===== config.mk =====
export PLATFORM = sky130hd
export DESIGN_NAME = ofdm_frame_sched
export DESIGN_NICKNAME = d
export VERILOG_FILES = /design/src/rtl/ofdm_pkg.sv /design/src/rtl/hermitian_idx_map.sv /design/src/rtl/ofdm_frame_sched.sv
export SDC_FILE = /design/constraint.sdc
export NUM_CORES = 1
export LEC_CHECK = 0
export CAP_MARGIN = 20
export CORE_MARGIN = 3
export CORE_UTILIZATION = 51
export CTS_CLUSTER_SIZE = 25
export DETAILED_ROUTE_END_ITERATION = 8
export MAX_ROUTING_LAYER = met4
export PLACE_DENSITY = 0.85
export SKIP_CTS_REPAIR_TIMING = 1
export SLEW_MARGIN = 20
export SYNTH_ARGS = -nofsm -noshare
export SYNTH_HDL_FRONTEND = slang
export SYNTH_HIERARCHICAL = 1
export SYNTH_SLANG_ARGS = --single-unit

===== constraint.sdc =====
create_clock -name clk_div -period 2.75 [get_ports clk_div]
set_clock_uncertainty 0.1 [all_clocks]
set_input_delay 0.55 -clock clk_div [delete_from_list [all_inputs] [get_ports clk_div]]
set_output_delay 0.55 -clock clk_div [all_outputs]
set_load 0.005 [all_outputs]

===== src/rtl/ofdm_pkg.sv =====
// ofdm_pkg: shared constants and read-FSM state type for the OFDM
// Hermitian frame scheduler.
`timescale 1ns/1ps
package ofdm_pkg;

    localparam int N_FFT   = 64;
    localparam int N_DATA  = 31;
    localparam int DC_IDX  = 0;
    localparam int NYQ_IDX = 32;

    // Read-side FSM states. CP is only reachable when cyclic-prefix
    // insertion is compiled in.
    typedef enum logic [1:0] {
        IDLE = 2'd0,
        CP   = 2'd1,
        BODY = 2'd2
    } rd_state_t;

endpackage


===== src/rtl/hermitian_idx_map.sv =====
// hermitian_idx_map: maps a 64-point IFFT bin index onto the symbol
// buffer. Bins 0 (DC) and 32 (Nyquist) are zero, bins 1..31 read the data
// directly and bins 33..63 read the mirrored symbol with conjugation.
`timescale 1ns/1ps
module hermitian_idx_map
    import ofdm_pkg::*;
(
    input  logic [5:0] idx,
    output logic [4:0] rd_addr,
    output logic       rd_zero,
    output logic       rd_conj
);

    // Pure decode of the bin index; zero bins always report address 0.
    always_comb begin
        rd_addr = 5'd0;
        rd_zero = 1'b0;
        rd_conj = 1'b0;
        if (idx == 6'(DC_IDX) || idx == 6'(NYQ_IDX)) begin
            rd_zero = 1'b1;
        end else if (idx < 6'(NYQ_IDX)) begin
            rd_addr = 5'(idx - 6'd1);
        end else begin
            rd_addr = 5'(6'(N_FFT - 1) - idx);
            rd_conj = 1'b1;
        end
    end

endmodule


===== src/rtl/ofdm_frame_sched.sv =====
// ofdm_frame_sched: ping-pong symbol buffer controller that sequences the
// 64-sample Hermitian frame ahead of the IFFT.
//
// Handshakes: a transfer happens on a rising clk_div edge where valid and
// ready are both high; valid never waits on ready, and while valid is high
// and ready low every output of that channel is held unchanged.
//
// Optional feature: define OFDM_CP_INSERT_EN to emit CP_LEN cyclic-prefix
// samples (bins 64-CP_LEN..63) in front of each 64-sample body.
`timescale 1ns/1ps
module ofdm_frame_sched
    import ofdm_pkg::*;
#(
    parameter int FCNT_W = 16
`ifdef OFDM_CP_INSERT_EN
    , parameter int CP_LEN = 16
`endif
) (
    input  logic              clk_div,
    input  logic              reset_n,
    input  logic              in_valid,
    output logic              in_ready,
    output logic              wr_en,
    output logic              wr_bank,
    output logic [4:0]        wr_addr,
    output logic              out_valid,
    input  logic              out_ready,
    output logic              rd_bank,
    output logic [4:0]        rd_addr,
    output logic              rd_zero,
    output logic              rd_conj,
    output logic [5:0]        sample_idx,
    output logic              sof,
    output logic              eof,
    output logic [FCNT_W-1:0] frame_cnt
);

    localparam logic [5:0] LAST_IDX = 6'(N_FFT - 1);
`ifdef OFDM_CP_INSERT_EN
    localparam rd_state_t  FIRST_ST  = CP;
    localparam logic [5:0] FIRST_IDX = 6'(N_FFT - CP_LEN);
`else
    localparam rd_state_t  FIRST_ST  = BODY;
    localparam logic [5:0] FIRST_IDX = 6'd0;
`endif

    logic [1:0] full;
    logic       wr_done;
    logic       rd_done;
    logic       other_full_nxt;
    rd_state_t  state;
    rd_state_t  state_nxt;
    logic [5:0] idx_nxt;
    logic       ov_nxt;
    logic       sof_nxt;
    logic       eof_nxt;
    logic [4:0] map_addr;
    logic       map_zero;
    logic       map_conj;

    // A bank being full blocks writes into it; nothing is accepted in reset.
    assign in_ready = reset_n & ~full[wr_bank];
    assign wr_en    = in_valid & in_ready;
    assign wr_done  = wr_en && (wr_addr == 5'(N_DATA - 1));

    // The bank not being drained is full next cycle if it already is, or
    // if its last symbol lands this cycle (enables gap-free frame chaining).
    assign other_full_nxt = full[~rd_bank] | (wr_done & (wr_bank != rd_bank));

    hermitian_idx_map u_map (
        .idx     (idx_nxt),
        .rd_addr (map_addr),
        .rd_zero (map_zero),
        .rd_conj (map_conj)
    );

    // Bank bookkeeping: write pointer, full flags, read bank and frame count.
    always_ff @(posedge clk_div) begin
        if (!reset_n) begin
            wr_bank   <= 1'b0;
            wr_addr   <= 5'd0;
            rd_bank   <= 1'b0;
            full      <= 2'b00;
            frame_cnt <= '0;
        end else begin
            if (wr_en) begin
                if (wr_done) begin
                    wr_addr <= 5'd0;
                    wr_bank <= ~wr_bank;
                end else begin
                    wr_addr <= wr_addr + 5'd1;
                end
            end
            if (wr_done) full[wr_bank] <= 1'b1;
            if (rd_done) begin
                full[rd_bank] <= 1'b0;
                rd_bank       <= ~rd_bank;
                frame_cnt     <= frame_cnt + {{(FCNT_W-1){1'b0}}, 1'b1};
            end
        end
    end

    // Read FSM next state: entering a frame loads its first index with
    // out_valid still low, so the sample appears one edge later.
    always_comb begin
        state_nxt = state;
        idx_nxt   = sample_idx;
        ov_nxt    = out_valid;
        sof_nxt   = sof;
        rd_done   = 1'b0;
        case (state)
            IDLE: begin
                if (full[rd_bank]) begin
                    state_nxt = FIRST_ST;
                    idx_nxt   = FIRST_IDX;
                    sof_nxt   = 1'b1;
                end
            end
`ifdef OFDM_CP_INSERT_EN
            CP: begin
                if (!out_valid) begin
                    ov_nxt = 1'b1;
                end else if (out_ready) begin
                    sof_nxt = 1'b0;
                    if (sample_idx == LAST_IDX) begin
                        state_nxt = BODY;
                        idx_nxt   = 6'd0;
                    end else begin
                        idx_nxt = sample_idx + 6'd1;
                    end
                end
            end
`endif
            BODY: begin
                if (!out_valid) begin
                    ov_nxt = 1'b1;
                end else if (out_ready) begin
                    sof_nxt = 1'b0;
                    if (sample_idx == LAST_IDX) begin
                        rd_done = 1'b1;
                        if (other_full_nxt) begin
                            state_nxt = FIRST_ST;
                            idx_nxt   = FIRST_IDX;
                            sof_nxt   = 1'b1;
                        end else begin
                            state_nxt = IDLE;
                            idx_nxt   = 6'd0;
                            ov_nxt    = 1'b0;
                        end
                    end else begin
                        idx_nxt = sample_idx + 6'd1;
                    end
                end
            end
            default: begin
                state_nxt = IDLE;
                idx_nxt   = 6'd0;
                ov_nxt    = 1'b0;
                sof_nxt   = 1'b0;
            end
        endcase
        eof_nxt = (state_nxt == BODY) && (idx_nxt == LAST_IDX);
    end

    // Registered sample outputs; a stall leaves idx_nxt unchanged so every
    // output holds.
    always_ff @(posedge clk_div) begin
        if (!reset_n) begin
            state      <= IDLE;
            out_valid  <= 1'b0;
            sample_idx <= 6'd0;
            sof        <= 1'b0;
            eof        <= 1'b0;
            rd_addr    <= 5'd0;
            rd_zero    <= 1'b0;
            rd_conj    <= 1'b0;
        end else begin
            state      <= state_nxt;
            out_valid  <= ov_nxt;
            sample_idx <= idx_nxt;
            sof        <= sof_nxt;
            eof        <= eof_nxt;
            rd_addr    <= (state_nxt == IDLE) ? 5'd0 : map_addr;
            rd_zero    <= (state_nxt != IDLE) & map_zero;
            rd_conj    <= (state_nxt != IDLE) & map_conj;
        end
    end

endmodule


### Yosys cells after proc, flatten, opt, wreduce, memory -nomap -nowiden

Index checks and enable logic that the tools add are counted.

| cells by class | value |
|---|---|
| bitwise gates (word level) | 13 |
| equal/unequal tests | 10 |
| muxes and demuxes | 43 |
| reductions and logical operators | 12 |
| magnitude comparators | 6 |
| $add $sub $neg | 5 |

Operators by type and width:

| kind | count |
|---|---|
| $mux W6 | 4 |
| $mux W1 | 23 |
| $eq A6 B6 Y1 const B | 3 |
| $add A16 B1 Y16 const B | 1 |
| $mux W2 | 8 |
| $pmux W6 S2 | 1 |
| $mux W5 | 2 |
| $add A6 B1 Y6 const B | 1 |
| $logic_not A6 Y1 | 1 |
| $lt A1 B2 Y1 const B | 3 |
| $lt A6 B6 Y1 const B | 1 |
| $ne A2 B2 Y1 const B | 3 |
| $add A5 B1 Y5 const B | 1 |
| $and A1 B1 Y1 | 5 |
| $eq A5 B5 Y1 const B | 1 |
| $sub A5 B1 Y5 const B | 1 |
| $sub A5 B5 Y5 const A | 1 |
| $eq A2 B2 Y1 const B | 2 |
| $logic_and A1 B1 Y1 | 4 |
| $logic_not A2 Y1 | 2 |
| $not A1 Y1 | 4 |
| $pmux W1 S2 | 2 |
| $pmux W2 S2 | 1 |
| $reduce_and A3 Y1 | 1 |
| other kinds (11) | 13 |

| word-level totals | value |
|---|---|
| input bits | 4 |
| bits in registers | 43 |
| logic and storage cells | 102 |

### Depth between registers and ports, before layout

Gate-level depths: netlist of run 1.

| logic depth | value |
|---|---|
| depth in word-level cells | 15 |
| gate-level depth with buffers | 11 |

### Hierarchy

The synthesis of run 1 kept the hierarchy.

By module, submodules not included:

| module | area an instance (µm²) | cells each | times used |
|---|---|---|---|
| ofdm_frame_sched | 2033.2 | 230 | 1 |
| hermitian_idx_map | 205.2 | 30 | 1 |

### Worst setup path before layout of run 1

OpenSTA, ideal clock, no wires.

| path | value |
|---|---|
| path type | reg2reg |
| start point | register rd_bank |
| end point | register rd_addr[2] |
| cell stages (with the launch flop) | 11 |
| path buffers | 1 |
| path slack | 263 ps |
| arrival time | 2272 ps |
| library setup time | 115 ps |
| path through | dfxtp_1 > clkbuf_1 > mux2i_1 > nand2_1 > a211oi_1 > inv_1 > ha_1 > o21ai_0 > a21oi_1 > a21o_1 > and2_1 |

| on the way | value |
|---|---|
| elaborated cells on any way between the ends | 24 |

RTL lines:

| what | line | text |
|---|---|---|
| from (decl) | ofdm_frame_sched.sv:28 | `output logic rd_bank,` |
| from (signal assigned) | ofdm_frame_sched.sv:97 | `rd_bank <= ~rd_bank;` |
| $mux W1 (not written as such) * (2 in series) | ofdm_frame_sched.sv:113 | `if (full[rd_bank]) begin` |
| $mux W6 * | ofdm_frame_sched.sv:113 |  |
| $pmux W6 S2 * | ofdm_frame_sched.sv:111 | `case (state)` |
| via idx_nxt[1] | ofdm_frame_sched.sv:53 | `logic [5:0] idx_nxt;` |
| parallel branches: the longest is 3 deep, another holds $sub A5 B5 Y5 | n/a |  |
| to (signal assigned) | ofdm_frame_sched.sv:183 | `rd_addr <= (state_nxt == IDLE) ? 5'd0 : map_addr;` |
| to (decl) | ofdm_frame_sched.sv:29 | `output logic [4:0] rd_addr,` |

Mark *: on every way through the listed nets, which the timed path passes. The select of a mux whose other input is x is not followed.
A chain may end at the register's enable or synchronous reset.

### Worst setup path in the final report of run 1

| path | value |
|---|---|
| start point | input port out_ready |
| end point | register rd_addr[1] |

| on the way | value |
|---|---|
| longest elaborated chain between the ends | 6 |
| elaborated cells on any way between the ends | 15 |

Ends and longest elaborated chain:

| what | line | text |
|---|---|---|
| from (decl) | ofdm_frame_sched.sv:27 | `input logic out_ready,` |
| $mux W6 * | ofdm_frame_sched.sv:137 | `end else if (out_ready) begin` |
| $mux W6 * | ofdm_frame_sched.sv:135 | `if (!out_valid) begin` |
| $pmux W6 S2 * | ofdm_frame_sched.sv:111 |  |
| via idx_nxt[4] | ofdm_frame_sched.sv:53 |  |
| parallel branches: the longest is 3 deep, another holds $lt A6 B6 Y1 | n/a |  |

Mark *: on every way through the listed nets, which the timed path passes.

==> results of run 1 <==
[synth_stat cells (3+ instances only)]
cell	count	area share, %
and2_1	23	6.4
nand4_1	8	2.2
nand3_1	9	2.0
nor2_1	21	3.5
nand2b_1	3	0.84
mux2i_1	6	2.7
ha_1	5	2.8
nor3_1	4	0.89
a21boi_0	8	2.7
dfxtp_1	43	38
nand2_1	19	3.2
and4b_1	3	1.3
and3_1	7	2.0
clkbuf_1	8	1.3
xnor2_1	11	4.3
o21ai_0	12	2.7
inv_1	9	1.5
o21a_1	3	1.0
nor4_1	3	0.84
o211a_1	3	1.3
a21oi_1	8	1.8
or3_1	8	2.2
a211oi_1	4	1.3
[sequential cells by signal, summed over array words and instances (netlist names)]
name and cells:
state 2, wr_addr 5, sample_idx 6, eof 1, full 2, rd_conj 1
rd_bank 1, sof 1, out_valid 1, frame_cnt 16, wr_bank 1, rd_addr 5
rd_zero 1
[path summary, 6_finish.rpt]
check | endpoint | cells past startpoint
worst min-delay path | frame_cnt[14] | 2
worst max register to register | rd_addr[1] | 9
worst min register to register | frame_cnt[14] | 2
worst max-delay path | rd_addr[1] | 10
[metrics by stage]
step	area [um^2]	setup WS (ps)
4_1_cts	3018	113.5
2_1_floorplan	2238	262.7
3_5_place_dp	2885	-172.8
3_3_place_gp	2885	-100.9
6_report	3029	108.3
5_1_grt	3029	0.1259
[worst register-to-register path: cells and delay by family (launching register included)]
family / cells / cell delay, ps
and+or+nand+nor: 5 / 860
AOI/OAI and AO/OA: 3 / 770
DFF: 1 / 390
adders and majority gates: 1 / 240
[metal layers]
layer / GRT usage [%] / wire length, um / vias up
met4: 10.02 / 84 / 0
li1: - / - / 1063
met3: 4.571 / 368 / 8
met5: - / 0 / -
met1: 27.26 / 2374 / 1024
met2: 38.62 / 2691 / 67
[logic make-up after synthesis]
logic type	count (synthesis)	share of synthesized area, %
XOR/XNOR	13	5.087
flip-flops	43	38.46
AND/OR/NAND/NOR	120	30.86
other	1	0.1675
AO/OA/AOI/OAI	52	16.15
buffers and inverters	20	3.801
multiplexers	6	2.683
adder cells (fa/ha/maj)	5	2.795
[power groups by stage]
stage	Clock (uW)	Sequential, uW	Combinational (uW)
2_1_floorplan	0	643	18.9
3_3_place_gp	0	646	37.5
3_5_place_dp	0	646	38.3
4_1_cts	588	631	38.5
5_1_grt	617	632	41.6
6_report	576	632	38.6
[layout make-up]
| class | instances | share of cell area (%) |
|---|---|---|
| multi-input combinational | 197 | 43.04 |
| inverter | 9 | 1.115 |
| timing repair buffer | 70 | 20.98 |
| clock buffer | 6 | 2.396 |
| tap | 50 | 2.065 |
| sequential | 43 | 28.42 |
| clock inverter | 2 | 1.983 |
==> reports/qor.json, run 1 <==
{
  "run_status": {"value": "complete, no violations"},
  "clock-root-buffer": {"value": "clkbuf_8"},
  "grt_first_pass_wirelength": {"value": 9356, "unit": "um"},
  "mapped_avg_cell_area": {"value": 8.609, "unit": "um^2"},
  "internal-power": {"value": 1009, "unit": "uW"},
  "layout.core_utilization": {"value": 73.61, "unit": "%"},
  "post_synth_instance_area": {"value": 2238, "unit": "um^2"},
  "layout-area-overhead-vs-synth": {"value": 35.33, "unit": "%"},
  "synth_sequential_area_ratio": {"value": 38.46, "unit": "%"},
  "grt_total_usage": {"value": 23.26, "unit": "%"},
  "cap_viol_max_count": {"value": 0},
  "worst-path-buf-inv": {"value": 2},
  "final_max_slew_viol_count": {"value": 0},
  "cp_top_family": {"value": "simple AND/OR/NAND/NOR gates"},
  "tritoncts.num_buffers": {"value": 5},
  "crit_path_cell_trace": {"value": "clkdlybuf4s50_1, nand2_1, buf_4, o211a_1, a211oi_1, nor2_1, nor3_4, nand2_1, a31o_1, and2_1"},
  "timing.hold.ws": {"value": 419.9, "unit": "ps"},
  "routed-via-count": {"value": 2162},
  "cts_tree": {"value": "done"},
  "finalWirelength": {"value": 5518, "unit": "um"},
  "power_density": {"value": 411.4, "unit": "nW/um^2"},
  "cts.sinks": {"value": 43},
  "die_w": {"value": 72.25, "unit": "um"},
  "start_util": {"value": 54.39, "unit": "%"},
  "peakVddDrop": {"value": 451.5, "unit": "uV"},
  "totalPowerFinal": {"value": 1246, "unit": "uW"},
  "rrSetupSlack": {"value": 300, "unit": "ps"},
  "rsz0062_at_grt": {"value": "no"},
  "port-buffer-count": {"value": 44},
  "slowest_stage": {"value": "clkdlybuf4s50_1"},
  "min_period": {"value": 2642, "unit": "ps"},
  "die_h": {"value": 72.25, "unit": "um"},
  "syn_nets": {"value": 269},
  "tns": {"value": 0, "unit": "ps"},
  "boundaryPins": {"value": 45},
  "mostFrequentLayoutCells": {"value": "clkdlybuf4s50_1 (44), dfxtp_1 (43), buf_4 (26)"},
  "floorplan.die_area": {"value": 5220, "unit": "um^2"},
  "antenna_cells_inserted": {"value": 0},
  "yosys_register_bits": {"value": 43},
  "final-hold-violation-count": {"value": 0},
  "worstSkewPairLatency": {"value": 290, "unit": "ps"},
  "period_share": {"value": 96.06, "unit": "%"},
  "post_route_cells_drive_above_1_share": {"value": 13.15, "unit": "%"},
  "rr_startpoint": {"value": "sample_idx[1]"},
  "p_sw": {"value": 237.2, "unit": "uW"},
  "route.antenna.remaining_nets": {"value": 0},
  "worstHoldPathType": {"value": "reg2reg"},
  "yosys_warnings": {"value": 6},
  "instances_no_fill": {"value": 377},
  "netlist_instances": {"value": 260},
  "largest_net_degree_at_the_start_of_global_routing": {"value": 14},
  "path_common_cell": {"value": "nand2_1"},
  "gpl.final_weighted_congestion": {"value": 0.8920},
  "power_leakage": {"value": 0.001172, "unit": "uW"},
  "synth-main-ff-cell": {"value": "dfxtp_1"},
  "max-clock-path-buffers": {"value": 2},
  "maxClockFrequency": {"value": 0.3785, "unit": "GHz"},
  "cts.reportedPaths.clkPinSlew": {"value": 80, "unit": "ps"},
  "floorplan.core_area": {"value": 4115, "unit": "um^2"},
  "detail_route.vias_per_cell": {"value": 5.735},
  "synth_edf_count": {"value": 0},
  "hold_start": {"value": "frame_cnt[14]"},
  "grt_antenna_before_repair": {"value": 0},
  "leading_cell_type_in_the_layout_fill_and_taps_excluded": {"value": "clkdlybuf4s50_1"},
  "n_fill_cell": {"value": 305},
  "place_inst": {"value": 369},
  "switching_share": {"value": 19.04, "unit": "%"},
  "sequential_cell_area": {"value": 860.8, "unit": "um^2"},
  "timing.critical_path.from_type": {"value": "input port"},
  "critPathMaxStageDelay": {"value": 510, "unit": "ps"},
  "multi_input_gate_area": {"value": 1304, "unit": "um^2"},
  "cp_data_arrival_time": {"value": 2730, "unit": "ps"},
  "drc": {"value": 0},
  "via_count_of_the_first_global_routing_pass": {"value": 2034},
  "crit_fanout": {"value": 8},
  "detail_route.iter0.violations": {"value": 79},
  "crit_start": {"value": "out_ready"},
  "cts.htree.levels": {"value": 2},
  "share_clk_of_total_power": {"value": 46.2, "unit": "%"},
  "floorplan.rows": {"value": 23},
  "worstSetupPathType": {"value": "in2reg"},
  "yosys.cell_types.count": {"value": 47},
  "post-dp-hpwl": {"value": 3956, "unit": "um"},
  "drt_first_pass_iters": {"value": 4},
  "finalSetupViolations": {"value": 0},
  "nNetsFinal": {"value": 335},
  "timing.critical_path.required": {"value": 2840, "unit": "ps"},
  "globalRoute.totalOverflow": {"value": 0},
  "routed_wire_length_per_instance": {"value": 14.64, "unit": "um"},
  "synthArstFlopShare": {"value": 0, "unit": "%"},
  "seq_power_share": {"value": 50.7, "unit": "%"},
  "setup.worst_path.end_class": {"value": "register"},
  "portion_of_total_power_attributed_to_combinational_logic": {"value": 3.1, "unit": "%"}
}
Note: power is estimated with default switching activity, not from simulation.
==> inputs of run 2 (changes only) <==
--- a/config.mk
+++ b/config.mk
@@ -7,11 +7,11 @@
 export LEC_CHECK = 0
 export CAP_MARGIN = 20
 export CORE_MARGIN = 3
-export CORE_UTILIZATION = 51
+export CORE_UTILIZATION = 46
 export CTS_CLUSTER_SIZE = 25
 export DETAILED_ROUTE_END_ITERATION = 8
 export MAX_ROUTING_LAYER = met4
-export PLACE_DENSITY = 0.85
+export PLACE_DENSITY = 0.81
 export SKIP_CTS_REPAIR_TIMING = 1
 export SLEW_MARGIN = 20
 export SYNTH_ARGS = -nofsm -noshare
==> constraint.sdc (replaced) <==
create_clock -name clk_div -period 2.4 [get_ports clk_div]
set_clock_uncertainty 0.1 [all_clocks]
set_input_delay 0.48 -clock clk_div [delete_from_list [all_inputs] [get_ports clk_div]]
set_output_delay 0.48 -clock clk_div [all_outputs]
set_load 0.005 [all_outputs]
==> reports/qor.json, run 2 (same netlist as run 1, synthesis figures left out) <==
{
  "power_leakage": {"value": 0.001210, "unit": "uW", "change": "was 0.001172 uW"},
  "floorplan.rows": {"value": 24, "change": "was 23"},
  "routed-via-count": {"value": 2166, "change": "was 2162"},
  "routed_wire_length_per_instance": {"value": 13.98, "unit": "um", "change": "was 14.64 um"},
  "path_common_cell": {"value": "nor2_4", "change": "was nand2_1"},
  "final_max_slew_viol_count": {"value": 0, "change": "unchanged"},
  "peakVddDrop": {"value": 334.8, "unit": "uV", "change": "was 451.5 uV"},
  "totalPowerFinal": {"value": 1222, "unit": "uW", "change": "was 1246 uW"},
  "cap_viol_max_count": {"value": 0, "change": "unchanged"},
  "run_status": {"value": "complete, no violations", "change": "unchanged"},
  "detail_route.vias_per_cell": {"value": 5.456, "change": "was 5.735"},
  "biggestRegsByFlops": {"value": "frame_cnt: 16 flops, sample_idx: 6 flops", "change": "unchanged"},
  "largest_net_degree_at_the_start_of_global_routing": {"value": 27, "change": "was 14"},
  "period_share": {"value": 96.72, "unit": "%"},
  "worstHoldPathType": {"value": "reg2reg", "change": "unchanged"},
  "crit_fanout": {"value": 7, "change": "was 8"},
  "detail_route.iter0.violations": {"value": 107, "change": "was 79"},
  "floorplan.die_area": {"value": 5739, "unit": "um^2", "change": "was 5220 um^2"},
  "via_count_of_the_first_global_routing_pass": {"value": 2018, "change": "was 2034"},
  "critPathMaxStageDelay": {"value": 470, "unit": "ps", "change": "was 510 ps"},
  "clock-root-buffer": {"value": "clkbuf_8", "change": "unchanged"},
  "route.antenna.remaining_nets": {"value": 0, "change": "unchanged"},
  "mostFrequentLayoutCells": {"value": "clkdlybuf4s50_1 (43), dfxtp_1 (38), buf_4 (31)", "change": "was clkdlybuf4s50_1 (44), dfxtp_1 (43), buf_4 (26)"},
  "post-dp-hpwl": {"value": 4062, "unit": "um", "change": "was 3956 um"},
  "post_route_cells_drive_above_1_share": {"value": 20.18, "unit": "%", "change": "was 13.15%"},
  "timing.critical_path.from_type": {"value": "register", "change": "was input port"},
  "tritoncts.num_buffers": {"value": 5, "change": "unchanged"},
  "timing.hold.ws": {"value": 414.2, "unit": "ps", "change": "was 419.9 ps"},
  "cp_top_family": {"value": "simple AND/OR/NAND/NOR gates", "change": "unchanged"},
  "crit_path_cell_trace": {"value": "inv_1, or3_4, and4b_2, nor2_4, nor2_4, o41ai_2, a21oi_1, a21o_1, and2_1", "change": "was clkdlybuf4s50_1, nand2_1, buf_4, o211a_1, a211oi_1, nor2_1, nor3_4, nand2_1, a31o_1, and2_1"},
  "power_density": {"value": 390.0, "unit": "nW/um^2", "change": "was 411.4 nW/um^2"},
  "tns": {"value": 0, "unit": "ps", "change": "unchanged"},
  "maxClockFrequency": {"value": 0.4308, "unit": "GHz"},
  "worstSetupPathType": {"value": "reg2reg", "change": "was in2reg"},
  "port-buffer-count": {"value": 44, "change": "unchanged"},
  "die_w": {"value": 75.76, "unit": "um", "change": "was 72.25 um"},
  "worst-path-buf-inv": {"value": 1, "change": "was 2"},
  "leading_cell_type_in_the_layout_fill_and_taps_excluded": {"value": "clkdlybuf4s50_1", "change": "unchanged"},
  "layout-area-overhead-vs-synth": {"value": 39.97, "unit": "%", "change": "was 35.33%"},
  "grt_first_pass_wirelength": {"value": 8887, "unit": "um", "change": "was 9356 um"},
  "setup.worst_path.end_class": {"value": "register", "change": "unchanged"},
  "cts.htree.levels": {"value": 2, "change": "unchanged"},
  "nNetsFinal": {"value": 340, "change": "was 335"},
  "slowest_stage": {"value": "dfxtp_1", "change": "was clkdlybuf4s50_1"},
  "cp_data_arrival_time": {"value": 2420, "unit": "ps", "change": "was 2730 ps"},
  "boundaryPins": {"value": 45, "change": "unchanged"},
  "floorplan.core_area": {"value": 4534, "unit": "um^2", "change": "was 4115 um^2"},
  "min_period": {"value": 2321, "unit": "ps"},
  "biggest_register": {"value": "frame_cnt", "change": "unchanged"},
  "cts.reportedPaths.clkPinSlew": {"value": 80, "unit": "ps", "change": "about the same"},
  "antenna_cells_inserted": {"value": 0, "change": "unchanged"},
  "grt_total_usage": {"value": 20.46, "unit": "%", "change": "was 23.26%"},
  "flip_flop_count_of_the_largest_register_all_copies_and_words_added": {"value": 16, "change": "unchanged"},
  "die_h": {"value": 75.76, "unit": "um", "change": "was 72.25 um"},
  "worstSkewPairLatency": {"value": 300, "unit": "ps", "change": "was 290 ps"},
  "finalSetupViolations": {"value": 0, "change": "unchanged"},
  "timing.critical_path.required": {"value": 2500, "unit": "ps", "change": "was 2840 ps"},
  "finalWirelength": {"value": 5550, "unit": "um", "change": "was 5518 um"},
  "final-hold-violation-count": {"value": 0, "change": "unchanged"},
  "cts.sinks": {"value": 43, "change": "unchanged"},
  "layout.core_utilization": {"value": 69.09, "unit": "%", "change": "was 73.61%"},
  "start_util": {"value": 49.37, "unit": "%", "change": "was 54.39%"},
  "grt_antenna_before_repair": {"value": 0, "change": "unchanged"},
  "gpl.final_weighted_congestion": {"value": 0.9034, "change": "was 0.8920"},
  "globalRoute.totalOverflow": {"value": 0, "change": "unchanged"},
  "drc": {"value": 0, "change": "unchanged"},
  "drt_first_pass_iters": {"value": 4, "change": "unchanged"},
  "cts_tree": {"value": "done", "change": "unchanged"},
  "max-clock-path-buffers": {"value": 2, "change": "unchanged"}
}
## run 2: cell count changes in the layout (fill, tap and decap cells not counted), sizes merged
cell / before / now
buf: 26 / 31
bufinv: 2 / 0
clkdlybuf4s50: 44 / 43
clkinv: 0 / 1
clkinvlp: 0 / 1
dlymetal6s2s: 0 / 1
## run 2: report_power, final
group          internal, uW  switching, uW  total (uW)  leakage, uW
registers               715           7.31         722     0.000350
clock network           204            253         456    0.0000412
logic                  23.6           19.7        43.3     0.000819
total                   942            280        1220      0.00121
## run 2: layout make-up
cell class	instances	area (um^2)
clock buffers	6	72.57
clock inverters	2	12.51
fillers	373	1401
inverters	9	33.78
multi-input cells	197	1388
flip-flops and latches	43	869.6
well taps	65	81.33
repair buffers	75	675.6
## run 2: final timing paths
kind              cells after the start          start  slack (ps)            end
setup reg to reg                      9  sample_idx[2]          80     rd_addr[2]
hold / removal                        2  frame_cnt[10]         410  frame_cnt[10]
hold reg to reg                       2  frame_cnt[10]         410  frame_cnt[10]
setup / recovery                      9  sample_idx[2]          80     rd_addr[2]
## run 2: worst reg2reg max path, cell delays in order, from the launching register on
cell and delay (ps):
dfxtp_1 470, inv_1 80, or3_4 410, and4b_2 260, nor2_4 120, nor2_4 80
o41ai_2 340, a21oi_1 90, a21o_1 150, and2_1 130
## run 2: per-layer routing
| metal | up-vias | GRT usage [%] | wire [um] |
|---|---|---|---|
| li1 | 1063 | - | - |
| met1 | 1020 | 24.14 | 2373 |
| met2 | 67 | 33.94 | 2734 |
| met3 | 16 | 4.617 | 328 |
| met4 | 0 | 7.379 | 114 |
| met5 | - | - | 0 |
## run 2: through the flow
step	worst slack, ps	cells	instance area, um^2
finish	78.71	397	3133
global route	-22.96	397	3133
CTS	-205.2	397	3032
detailed placement	-534.5	389	2947
global placement	-422.2	389	2947
floorplan	19.93	260	2245
